==> config.mk <==
export PLATFORM = sky130hd
export DESIGN_NAME = time_set_ctrl_flat
export DESIGN_NICKNAME = d
export VERILOG_FILES = /design/src/rtl/time_set_ctrl_if.sv /design/src/rtl/time_set_ctrl.sv /design/src/flat_wrapper.sv
export SDC_FILE = /design/constraint.sdc
export NUM_CORES = 1
export LEC_CHECK = 0
export BUFFER_PORTS_ARGS = -buffer_cell sky130_fd_sc_hd__buf_2
export CORE_AREA = 2 2 113 143
export DETAILED_ROUTE_END_ITERATION = 6
export DIE_AREA = 0 0 115 145
export PLACE_DENSITY = 0.62
export SLEW_MARGIN = 0
export SYNTH_ARGS = -nofsm -noshare
export SYNTH_HDL_FRONTEND = slang
export SYNTH_SLANG_ARGS = --single-unit
==> constraint.sdc <==
create_clock -name clk -period 2.6 [get_ports clk]
set_input_delay 0.26 -clock clk [delete_from_list [all_inputs] [get_ports clk]]
set_output_delay 0.26 -clock clk [all_outputs]
set_load 0.05 [all_outputs]
==> src/rtl/time_set_ctrl_if.sv <==
`default_nettype none
// ============================================================================
// Module   : time_set_ctrl_if
// Brief    : Button inputs and time-control outputs of time_set_ctrl.
// Revision : 1.0 - initial release
// ============================================================================
interface time_set_ctrl_if #(
  parameter int NUM_FIELDS = 3
);
  logic                  btn_mode;
  logic                  btn_up;
  logic                  btn_down;
  logic                  en_s;
  logic                  up;
  logic                  down;
  logic                  set_mode;
  logic [NUM_FIELDS-1:0] field_sel;

  modport master (
    input  btn_mode, btn_up, btn_down,
    output en_s, up, down, set_mode, field_sel
  );

  modport slave (
    output btn_mode, btn_up, btn_down,
    input  en_s, up, down, set_mode, field_sel
  );
endinterface
`default_nettype wire

==> src/rtl/time_set_ctrl.sv <==
`default_nettype none
// ============================================================================
// Module   : time_set_ctrl
// Brief    : 1 Hz enable, button debounce, RUN/SET mode FSM and auto-repeat
//            adjust pulses for the century clock front end.
// Revision : 1.0 - initial release
// ============================================================================
module time_set_ctrl #(
  parameter int TICK_DIV     = 50_000_000,
  parameter int DEBOUNCE_CYC = 500_000,
  parameter int REPEAT_DELAY = 25_000_000,
  parameter int REPEAT_RATE  = 5_000_000,
  parameter int NUM_FIELDS   = 3
) (
  input  wire logic       clk,
  input  wire logic       rst_n,
  time_set_ctrl_if.master bus
);
  localparam int c_PW      = $clog2(TICK_DIV);
  localparam int c_DW      = $clog2(DEBOUNCE_CYC + 1);
  localparam int c_REP_MAX = (REPEAT_DELAY > REPEAT_RATE) ? REPEAT_DELAY : REPEAT_RATE;
  localparam int c_RW      = (c_REP_MAX > 1) ? $clog2(c_REP_MAX) : 1;
  localparam int c_IW      = (NUM_FIELDS > 1) ? $clog2(NUM_FIELDS) : 1;

  localparam logic [c_PW-1:0]       c_PRESC_LAST = c_PW'(TICK_DIV - 1);
  localparam logic [c_PW-1:0]       c_PRESC_PRE  = c_PW'(TICK_DIV - 2);
  localparam logic [c_DW-1:0]       c_DEB_LAST   = c_DW'(DEBOUNCE_CYC - 1);
  localparam logic [c_RW-1:0]       c_DELAY_LOAD = c_RW'(REPEAT_DELAY - 1);
  localparam logic [c_RW-1:0]       c_RATE_LOAD  = c_RW'(REPEAT_RATE - 1);
  localparam logic [c_IW-1:0]       c_IDX_LAST   = c_IW'(NUM_FIELDS - 1);
  localparam logic [NUM_FIELDS-1:0] c_SEL_FIRST  = NUM_FIELDS'(1);

  typedef enum logic [0:0] {
    ST_RUN = 1'b0,
    ST_SET = 1'b1
  } state_t;

  // Bit order everywhere: [0] mode, [1] up, [2] down
  logic [2:0] w_btn_raw;
  logic [2:0] w_stable;
  assign w_btn_raw = {bus.btn_down, bus.btn_up, bus.btn_mode};

  for (genvar gi = 0; gi < 3; gi++) begin : g_btn
    logic            r_sync1;
    logic            r_sync2;
    logic            r_level;
    logic [c_DW-1:0] r_cnt;

    always_ff @(posedge clk) begin
      if (!rst_n) begin
        r_sync1 <= 1'b0;
        r_sync2 <= 1'b0;
        r_level <= 1'b0;
        r_cnt   <= '0;
      end else begin
        r_sync1 <= w_btn_raw[gi];
        r_sync2 <= r_sync1;
        if (r_sync2 == r_level) begin
          r_cnt <= '0;
        end else if (r_cnt == c_DEB_LAST) begin
          r_level <= r_sync2;
          r_cnt   <= '0;
        end else begin
          r_cnt <= r_cnt + c_DW'(1);
        end
      end
    end

    assign w_stable[gi] = r_level;
  end

  logic [2:0]            r_stable_q;
  state_t                r_state;
  logic [c_IW-1:0]       r_field;
  logic [c_PW-1:0]       r_presc;
  logic                  r_up_act;
  logic                  r_dn_act;
  logic [c_RW-1:0]       r_up_cnt;
  logic [c_RW-1:0]       r_dn_cnt;
  logic                  r_en_s;
  logic                  r_up;
  logic                  r_down;
  logic                  r_set_mode;
  logic [NUM_FIELDS-1:0] r_field_sel;

  logic w_mode_ev;
  logic w_up_ev;
  logic w_dn_ev;
  assign w_mode_ev = w_stable[0] & ~r_stable_q[0];
  assign w_up_ev   = w_stable[1] & ~r_stable_q[1];
  assign w_dn_ev   = w_stable[2] & ~r_stable_q[2];

  always_ff @(posedge clk) begin
    if (!rst_n) begin
      r_stable_q  <= '0;
      r_state     <= ST_RUN;
      r_field     <= '0;
      r_presc     <= '0;
      r_up_act    <= 1'b0;
      r_dn_act    <= 1'b0;
      r_up_cnt    <= '0;
      r_dn_cnt    <= '0;
      r_en_s      <= 1'b0;
      r_up        <= 1'b0;
      r_down      <= 1'b0;
      r_set_mode  <= 1'b0;
      r_field_sel <= '0;
    end else begin
      r_stable_q <= w_stable;
      r_en_s     <= 1'b0;
      r_up       <= 1'b0;
      r_down     <= 1'b0;
      case (r_state)
        ST_RUN: begin
          r_up_act <= 1'b0;
          r_dn_act <= 1'b0;
          r_up_cnt <= '0;
          r_dn_cnt <= '0;
          if (w_mode_ev) begin
            r_state     <= ST_SET;
            r_field     <= '0;
            r_presc     <= '0;
            r_set_mode  <= 1'b1;
            r_field_sel <= c_SEL_FIRST;
          end else begin
            r_presc <= (r_presc == c_PRESC_LAST) ? '0 : r_presc + c_PW'(1);
            r_en_s  <= (r_presc == c_PRESC_PRE);
          end
        end
        default: begin
          r_presc <= '0;
          if (w_mode_ev) begin
            // Field change cancels any pending adjust; held buttons must be re-pressed
            r_up_act <= 1'b0;
            r_dn_act <= 1'b0;
            r_up_cnt <= '0;
            r_dn_cnt <= '0;
            if (r_field == c_IDX_LAST) begin
              r_state     <= ST_RUN;
              r_field     <= '0;
              r_set_mode  <= 1'b0;
              r_field_sel <= '0;
            end else begin
              r_field     <= r_field + c_IW'(1);
              r_field_sel <= r_field_sel << 1;
            end
          end else begin
            if (w_up_ev && !w_stable[2]) begin
              r_up     <= 1'b1;
              r_up_act <= 1'b1;
              r_up_cnt <= c_DELAY_LOAD;
            end else if (r_up_act && w_stable[1] && !w_stable[2]) begin
              if (r_up_cnt == '0) begin
                r_up     <= 1'b1;
                r_up_cnt <= c_RATE_LOAD;
              end else begin
                r_up_cnt <= r_up_cnt - c_RW'(1);
              end
            end else begin
              r_up_act <= 1'b0;
              r_up_cnt <= '0;
            end

            if (w_dn_ev && !w_stable[1]) begin
              r_down   <= 1'b1;
              r_dn_act <= 1'b1;
              r_dn_cnt <= c_DELAY_LOAD;
            end else if (r_dn_act && w_stable[2] && !w_stable[1]) begin
              if (r_dn_cnt == '0) begin
                r_down   <= 1'b1;
                r_dn_cnt <= c_RATE_LOAD;
              end else begin
                r_dn_cnt <= r_dn_cnt - c_RW'(1);
              end
            end else begin
              r_dn_act <= 1'b0;
              r_dn_cnt <= '0;
            end
          end
        end
      endcase
    end
  end

  assign bus.en_s      = r_en_s;
  assign bus.up        = r_up;
  assign bus.down      = r_down;
  assign bus.set_mode  = r_set_mode;
  assign bus.field_sel = r_field_sel;

endmodule
`default_nettype wire

==> src/flat_wrapper.sv <==
// flat-port wrapper written by rule: the top's interface ports become plain ports
module time_set_ctrl_flat 
#(
  parameter int TICK_DIV     = 50_000_000,
  parameter int DEBOUNCE_CYC = 500_000,
  parameter int REPEAT_DELAY = 25_000_000,
  parameter int REPEAT_RATE  = 5_000_000,
  parameter int NUM_FIELDS   = 3
)
  (clk, rst_n, bus_btn_mode, bus_btn_up, bus_btn_down, bus_en_s, bus_up, bus_down, bus_set_mode, bus_field_sel);
  time_set_ctrl_if #(.NUM_FIELDS(NUM_FIELDS)) bus_i ();
  input  wire logic clk;
  input  wire logic rst_n;
  input wire logic [$bits(bus_i.btn_mode)-1:0] bus_btn_mode;
  input wire logic [$bits(bus_i.btn_up)-1:0] bus_btn_up;
  input wire logic [$bits(bus_i.btn_down)-1:0] bus_btn_down;
  output wire logic [$bits(bus_i.en_s)-1:0] bus_en_s;
  output wire logic [$bits(bus_i.up)-1:0] bus_up;
  output wire logic [$bits(bus_i.down)-1:0] bus_down;
  output wire logic [$bits(bus_i.set_mode)-1:0] bus_set_mode;
  output wire logic [$bits(bus_i.field_sel)-1:0] bus_field_sel;
  assign bus_i.btn_mode = bus_btn_mode;
  assign bus_i.btn_up = bus_btn_up;
  assign bus_i.btn_down = bus_btn_down;
  assign bus_en_s = bus_i.en_s;
  assign bus_up = bus_i.up;
  assign bus_down = bus_i.down;
  assign bus_set_mode = bus_i.set_mode;
  assign bus_field_sel = bus_i.field_sel;
  time_set_ctrl #(.TICK_DIV(TICK_DIV), .DEBOUNCE_CYC(DEBOUNCE_CYC), .REPEAT_DELAY(REPEAT_DELAY), .REPEAT_RATE(REPEAT_RATE), .NUM_FIELDS(NUM_FIELDS)) u_core (.clk(clk), .rst_n(rst_n), .bus(bus_i));
endmodule
Yosys cells after proc, flatten, opt, wreduce, memory -nomap -nowiden --
Cells that the tools add are included.
Cells by class: multiplexer cells 32, eq/ne operators 12, bitwise operators 13, $add $sub $neg 7, reductions and logical operators 24
Operator list (count):
- 2-to-1 mux 25 bit | 6
- adder 19 x 1 -> 19 bit (second input constant) | 3
- == test 19 bit (second input constant) | 3
- == test 26 bit (second input constant) | 2
- zero test 25 bit | 2
- subtractor 25 x 1 -> 25 bit (second input constant) | 2
- adder 26 x 1 -> 26 bit (second input constant) | 1
- 2-to-1 mux 1 bit | 18
- OR reduction 3 bit | 5
- 2-to-1 mux 3 bit | 4
- OR reduction 6 bit | 2
- inverter 1 bit | 10
- OR reduction 5 bit | 2
- 2-to-1 mux 2 bit | 4
- AND reduction 2 bit | 4
- logical AND 1 bit | 6
- inequality test 2 x 1 -> 1 bit (second input constant) | 2
- OR reduction 4 bit | 1
- bitwise AND 1 bit | 3
- == test 1 bit | 3
- adder 2 x 1 -> 2 bit (second input constant) | 1
- == test 2 bit (second input constant) | 1
- zero test 1 bit | 2
- inequality test 2 bit (second input constant) | 1
Word-level totals: flip-flop bits (word level) 157, logic and storage cells 117, output and inout port bits 7, input bits 5

Logic depth before layout (Yosys ltp) --
Gate-level depths: netlist of the first run.
depth after elaboration 4, depth in mapped cells 8, mapped depth without buffers 7

Least setup slack after synthesis of the first run --
Ideal clock, no wire load.
path type register to register, from register u_core.r_dn_cnt[0], to register u_core.r_dn_cnt[22], setup time 132 ps, period minus slack after synthesis 1936 ps, path buffers 0, arrival time 1803 ps, cell stages (with the launch flop) 8, path slack 664 ps, required time 2468 ps, cell sequence dfxtp_1 > inv_1 > ha_1 > or4b_1 > or3_1 > nor4_2 > xnor2_1 > a21oi_1
Between the ends: longest elaborated chain between the ends 4, elaborated cells on any way between the ends 5, classes of those cells 1 x add/sub; 3 x mux; 1 x reduce/logical
Ends and longest elaborated chain:
- start, declared | line time_set_ctrl.sv:79 | logic [c_RW-1:0] r_dn_cnt;
- start signal, assigned | line time_set_ctrl.sv:167 | r_dn_cnt <= c_DELAY_LOAD;
- start signal, assigned | line time_set_ctrl.sv:171 | r_dn_cnt <= c_RATE_LOAD;
- start signal, assigned | line time_set_ctrl.sv:173 | r_dn_cnt <= r_dn_cnt - c_RW'(1);
- subtractor 25 x 1 -> 25 bit or zero test 25 bit (tied branches) | line time_set_ctrl.sv:173, time_set_ctrl.sv:169
- 2-to-1 mux 25 bit * | line time_set_ctrl.sv:169 | if (r_dn_cnt == '0) begin
- 2-to-1 mux 25 bit * | line time_set_ctrl.sv:168 | end else if (r_dn_act && w_stable[2] && !w_stable[1]) begin
- 2-to-1 mux 25 bit * | line time_set_ctrl.sv:164 | if (w_dn_ev && !w_stable[1]) begin
Every way passes the cells marked *; elsewhere a longest branch is shown, timed or not. A chain may end at the register's enable or synchronous reset.

Worst setup path in the final report of the first run --
Ends and elaborated chain as after synthesis.

==> flow_summary.yaml, run 1 <==
synth:
  synthAdderAreaFrac: 0.01663
  synth_area_um2: 6773
  ys_types: 53
  async_reset_ff_frac: 0
  synth_compound_area_frac: 0.05505
  synth_edf_count: 0
  synth_xor_area_frac: 0.1500
  synth_top_family_by_area: "simple AND/OR/NAND/NOR gates"
  syn_inst: 757
  yosysSeqAreaShare: 0.4641
  synthMuxAreaShare: 0.004434
  syn-num-nets: 771
  ys.warnings.count: 0
  synth_ff_type: "dfxtp_1"
  ys_seq_elements: 157
  yosys.area_share.simple: 0.2917
  avgSynthCellArea_um2: 8.947
cts:
  cts-hold-fix-buffers: 0
  cts_tree: "built"
  cts-root-buf: "clkbuf_16"
  post_cts_buffers: 0
  clk_path_buf_depth: 2
  numCtsBuffers: 17
  ctsResizeCount: 0
  clkLatencyLatePin_ns: 0.42
  htreeDepth: 4
  cts_sinks: 157
  path_clk_slew_ns: 0.06
timing:
  slew_headroom: 0.5475
  setup_viol: 0
  rsz0062_at_grt: "false"
  tns_ns: 0
  fmax_ghz: 0.4757
  drv_slew: 0
  tightest_slew_ns: 0.6726
  period_share: 0.8084
  fin_crit_ns: 2.102
  skew_ns: 0.004923
  final_hold_viol_count: 0
setup_path:
  start_kind: "flop"
  endpoint_kind: "flop"
  worstPathRequired_ns: 2.88
  crit_chain: "inv_1 -> ha_1 -> or4b_1 -> or3_1 -> nor4_2 -> xnor2_1 -> a21oi_1"
  path_class: "flop to flop"
  worstPathBufferInverterCount: 1
  crit_fanout: 5
  crit_slowest_cell: "or4b_1"
  cp_data_arrival_time_ns: 2.38
  critPathMaxStageDelay_ns: 0.47
  cpLargestDelayFamily: "simple AND/OR/NAND/NOR gates"
placed_design:
  place.gp.congestion: 0.8266
  dp_hpwl_um: 9030
  placedCellCount: 941
  portBuffers: 11
global_route:
  grt_pass1_wl_um: 22470
  grt_pass1_vias: 5039
  overflow: 0
  antenna_found_initial: 0
  grt_max_degree: 24
  grtUsageTotal: 0.1648
die:
  fp.dieW_um: 115
  ios: 12
  rows: 51
  fp.dieH_um: 145
  initial_utilization: 0.4422
  dieArea_um2: 16680
  core-area_um2: 15310
route:
  post_drt_wl_per_cell_um: 13.10
  dr.pass1.iters: 4
  ant_nets: 0
  drc: 0
  routed_wl_um: 12750
  drt_iter0_markers: 314
  routed_via_density: 5.247
  vias: 5105
flow_run:
  maxCapViolCount: 0
final_layout:
  fin_nets: 789
  final_common_cell: "dfxtp_1"
  nFillCells: 1442
  n_antenna_cell: 0
  area_growth_pct: 12.41
  final_cell_mix: "157 x dfxtp_1, 130 x nor2_1, 65 x xor2_1, 53 x nand2_1, 51 x xnor2_1"
  drive_gt1_frac: 0.08122
  stdcell_count: 973
min_path:
  hold_class: "input port to flop"
power:
  vdd_drop_max_uv: 553.1
  power.density_nw_per_um2: 641.3
  p_leak_nw: 2.989
outcome:
  status: "finished, final reports clean"
-- per-layer routing --
layer / share of wire / vias to the layer above / track usage
li1: - / 2624 / -
met5: 0 / - / 0
met3: 0.028 / 21 / 0.04094
met1: 0.45 / 2412 / 0.1999
met2: 0.50 / 48 / 0.2732
met4: 0.023 / 0 / 0.07229
-- area by class of cell --
cell class | count | area [µm²] | area share
clock inverter | 11 | 116.4 | 0.01528
sequential | 157 | 3143 | 0.4128
inverter | 16 | 60.06 | 0.007888
clock buffer | 21 | 470.5 | 0.06179
multi-input combinational | 568 | 3507 | 0.4606
timing repair buffer | 15 | 85.08 | 0.01118
tap | 185 | 231.5 | 0.03040
-- worst paths after layout --
kind / from / endpoint / slack, ns / cells after the start
hold / removal: bus_btn_mode / u_core.g_btn[0].r_sync1 / 0.06 / 2
hold reg to reg: u_core.g_btn[0].r_sync1 / u_core.g_btn[0].r_sync2 / 0.43 / 1
setup reg to reg: u_core.r_dn_cnt[0] / u_core.r_dn_cnt[22] / 0.50 / 7
setup / recovery: u_core.r_dn_cnt[0] / u_core.r_dn_cnt[22] / 0.50 / 7
-- where the power goes --
group	leakage (nW)	switching (mW)	total [mW]	internal, mW
registers	1.27	0.00793	2.42	2.42
clock network	0.285	0.937	2.42	1.48
logic	1.44	0.0256	0.0417	0.0161
-- logic make-up after synthesis --
kind of cell             after synthesis
XOR/XNOR                             116
buffers and inverters                 32
flip-flops                           157
AO/OA/AOI/OAI                         64
multiplexers                           3
AND/OR/NAND/NOR                      376
adder cells (fa/ha/maj)                9
-- flip-flops by register name, indices dropped and copies added (netlist names), 2 cells and up --
signal,flops
u_core.r_up_cnt,25
u_core.g_btn.r_level,3
u_core.g_btn.r_cnt,57
u_core.r_dn_cnt,25
u_core.bus.field_sel,3
u_core.g_btn.r_sync2,3
u_core.r_presc,26
u_core.r_field,2
u_core.g_btn.r_sync1,3
u_core.r_stable_q,3
-- worst reg2reg max path: stages, from the launching register on --
cell	delay, ns
dfxtp_1	0.34
inv_1	0.13
ha_1	0.26
or4b_1	0.47
or3_1	0.36
nor4_2	0.18
xnor2_1	0.15
a21oi_1	0.08
-- per-stage QoR --
stage          power (mW)  instance area, µm²  utilization  setup WS, ns  hold WS (ns)
3_3_place_gp        2.517                7027       0.4588        0.5540        0.4170
3_5_place_dp        2.519                7027       0.4588        0.5273        0.4231
5_1_grt             5.080                7614       0.4971        0.3196       0.05438
6_report            4.882                7614       0.4971        0.4980       0.06216
4_1_cts             4.958                7614       0.4971        0.5110       0.04267
2_1_floorplan       2.504                6773            -        0.6643        0.3873
-- Yosys cell counts, types with 2 or more instances --
cell / number / area share
nor3b_1: 3 / 0.0033
or4_1: 2 / 0.0022
and4_1: 9 / 0.012
nor4_1: 9 / 0.0083
a21boi_0: 4 / 0.0044
clkbuf_1: 14 / 0.0078
or3_1: 4 / 0.0037
nand2_1: 53 / 0.029
or2_2: 3 / 0.0028
nor4b_1: 9 / 0.012
mux2i_1: 3 / 0.0044
nor2_1: 130 / 0.072
nor4bb_1: 2 / 0.0030
nand3_1: 41 / 0.030
ha_1: 9 / 0.017
inv_1: 16 / 0.0089
nand4_1: 25 / 0.023
and3_1: 17 / 0.016
buf_2: 2 / 0.0015
nor4_2: 4 / 0.0074
nand4b_1: 2 / 0.0026
nor3_1: 21 / 0.016
a21oi_1: 21 / 0.016
nand3b_1: 4 / 0.0044
o21ai_0: 22 / 0.016
dfxtp_1: 157 / 0.46
xor2_1: 65 / 0.084
o21ai_1: 6 / 0.0044
nand2b_1: 4 / 0.0037
o31ai_1: 2 / 0.0022
and2_1: 17 / 0.016
xnor2_1: 51 / 0.066
nor2b_1: 6 / 0.0055
Power figures use the tool's default switching activity.
==> run 2, diff against run 1 <==
==> constraint.sdc (replaced) <==
create_clock -name clk -period 2.1 [get_ports clk]
set_input_delay 0.21 -clock clk [delete_from_list [all_inputs] [get_ports clk]]
set_output_delay 0.21 -clock clk [all_outputs]
set_load 0.05 [all_outputs]
==> flow_summary.yaml, run 2 (same netlist as run 1, synthesis figures left out) <==
placed_design:
  placedCellCount: 950
  place_area_um2: 7094
  dp_hpwl_um: 9387
  place.gp.congestion: 0.8377
  portBuffers: 11
  place_ws_ns: 0.08630
final_layout:
  largest_reg_flops: 57
  n_antenna_cell: 0
  post-route-util: 0.5060
  final_cell_mix: "157 x dfxtp_1, 129 x nor2_1, 65 x xor2_1, 53 x nand2_1, 51 x xnor2_1"
  nFillCells: 1433
  largest_register: "u_core.g_btn.r_cnt"
  final_area_um2: 7750
  largest_registers: "u_core.g_btn.r_cnt: 57 flops, u_core.r_presc: 26 flops"
  fin_nets: 801
  stdcell_count: 984
  drive_gt1_frac: 0.09887
  final_common_cell: "dfxtp_1"
  area_growth_pct: 14.43
power:
  p_int_mw: 4.848
  p_comb_frac: 0.009
  total_power_mw: 6.079
  power_switching_mw: 1.231
  p_sw_frac: 0.2025
  vdd_drop_max_uv: 566.6
  clockPowerShare: 0.497
  p_seq_frac: 0.493
  p_leak_nw: 3.056
  power.density_nw_per_um2: 784.4
global_route:
  grt_max_degree: 24
  antenna_found_initial: 0
  overflow: 0
  grtUsageTotal: 0.1696
  grt_pass1_vias: 5319
  grt_pass1_wl_um: 23160
timing:
  rsz0062_at_grt: "false"
  final_hold_viol_count: 0
  finalWorstSetupSlack_ns: 0.1440
  fmax_ghz: 0.5112
  slew_headroom: 0.6417
  tightest_slew_ns: 0.5374
  fin_crit_ns: 1.956
  holdWs_ns: 0.2847
  period_share: 0.9314
  tns_ns: 0
  skew_ns: 0.009464
  drv_slew: 0
  setup_viol: 0
cts:
  clkLatencyLatePin_ns: 0.42
  cts_sinks: 157
  cts-root-buf: "clkbuf_16"
  path_clk_slew_ns: 0.06
  cts_tree: "built"
  numCtsBuffers: 17
  htreeDepth: 4
  clk_path_buf_depth: 2
route:
  routed_wl_um: 13160
  dr.pass1.iters: 4
  routed_via_density: 5.294
  drt_iter0_markers: 262
  drc: 0
  vias: 5209
  post_drt_wl_per_cell_um: 13.37
  ant_nets: 0
setup_path:
  crit_fanout: 5
  cp_data_arrival_time_ns: 2.25
  endpoint_kind: "flop"
  path_class: "flop to flop"
  start_kind: "flop"
  worstPathRequired_ns: 2.40
min_path:
  hold_class: "input port to flop"
die:
  rows: 51
  fp.dieW_um: 115
  initial_utilization: 0.4422
  dieArea_um2: 16680
  fp.dieH_um: 145
  core-area_um2: 15310
  ios: 12
outcome:
  status: "finished, final reports clean"
flow_run:
  maxCapViolCount: 0
## run 2: cell count changes in the layout (fill, tap and decap cells not counted), sizes merged
cell	delta
clkinvlp	+1
buf	+9
dlygate4sd3	+3
clkinv	-3
inv	+1
## run 2: metal layers
layer | GRT usage | part of all wire
met3 | 0.04261 | 0.027
met2 | 0.3003 | 0.51
met4 | 0.06807 | 0.019
met1 | 0.1912 | 0.45
met5 | 0 | 0
## run 2: layout make-up
| cell class | count | area, µm² | area share |
|---|---|---|---|
| timing repair buffer | 27 | 182.7 | 0.02357 |
| inverter | 16 | 60.06 | 0.007749 |
| sequential | 157 | 3143 | 0.4056 |
| clock buffer | 21 | 470.5 | 0.06070 |
| clock inverter | 10 | 113.9 | 0.01469 |
| multi-input combinational | 568 | 3548 | 0.4579 |
| tap | 185 | 231.5 | 0.02987 |
## run 2: worst paths after layout
kind                            cells after the start                     from  slack (ns)                       to
worst max-delay path                                7       u_core.r_dn_cnt[0]        0.14      u_core.r_dn_cnt[20]
worst min-delay path                                3                    rst_n        0.28  u_core.bus.field_sel[0]
worst max register to register                      7       u_core.r_dn_cnt[0]        0.14      u_core.r_dn_cnt[20]
worst min register to register                      1  u_core.g_btn[2].r_sync1        0.43  u_core.g_btn[2].r_sync2
## run 2: what timing repair did
| item | CTS | global route |
|---|---|---|
| gates resized for setup | 0 | 9 |
| hold buffers | 3 | 0 |
| hold endpoints to repair | 3 | 0 |
| setup buffers | 0 | 0 |
| setup endpoints to repair | 0 | 10 |
## run 2: power groups by stage
stage / sequential, mW / clock [mW] / combinational, mW
floorplan: 3.06 / 0 / 0.0360
global placement: 3.07 / 0 / 0.0513
detailed placement: 3.07 / 0 / 0.0528
CTS: 3.00 / 3.09 / 0.0571
global route: 3.00 / 3.20 / 0.0635
finish: 3.00 / 3.02 / 0.0557
## run 2: critical path: stages, from the launching register on
cell and delay (ns):
dfxtp_1 0.35, inv_2 0.10, ha_1 0.17, or4b_4 0.47
or3_4 0.36, nor2_2 0.11, mux2i_1 0.19, o21ai_0 0.08
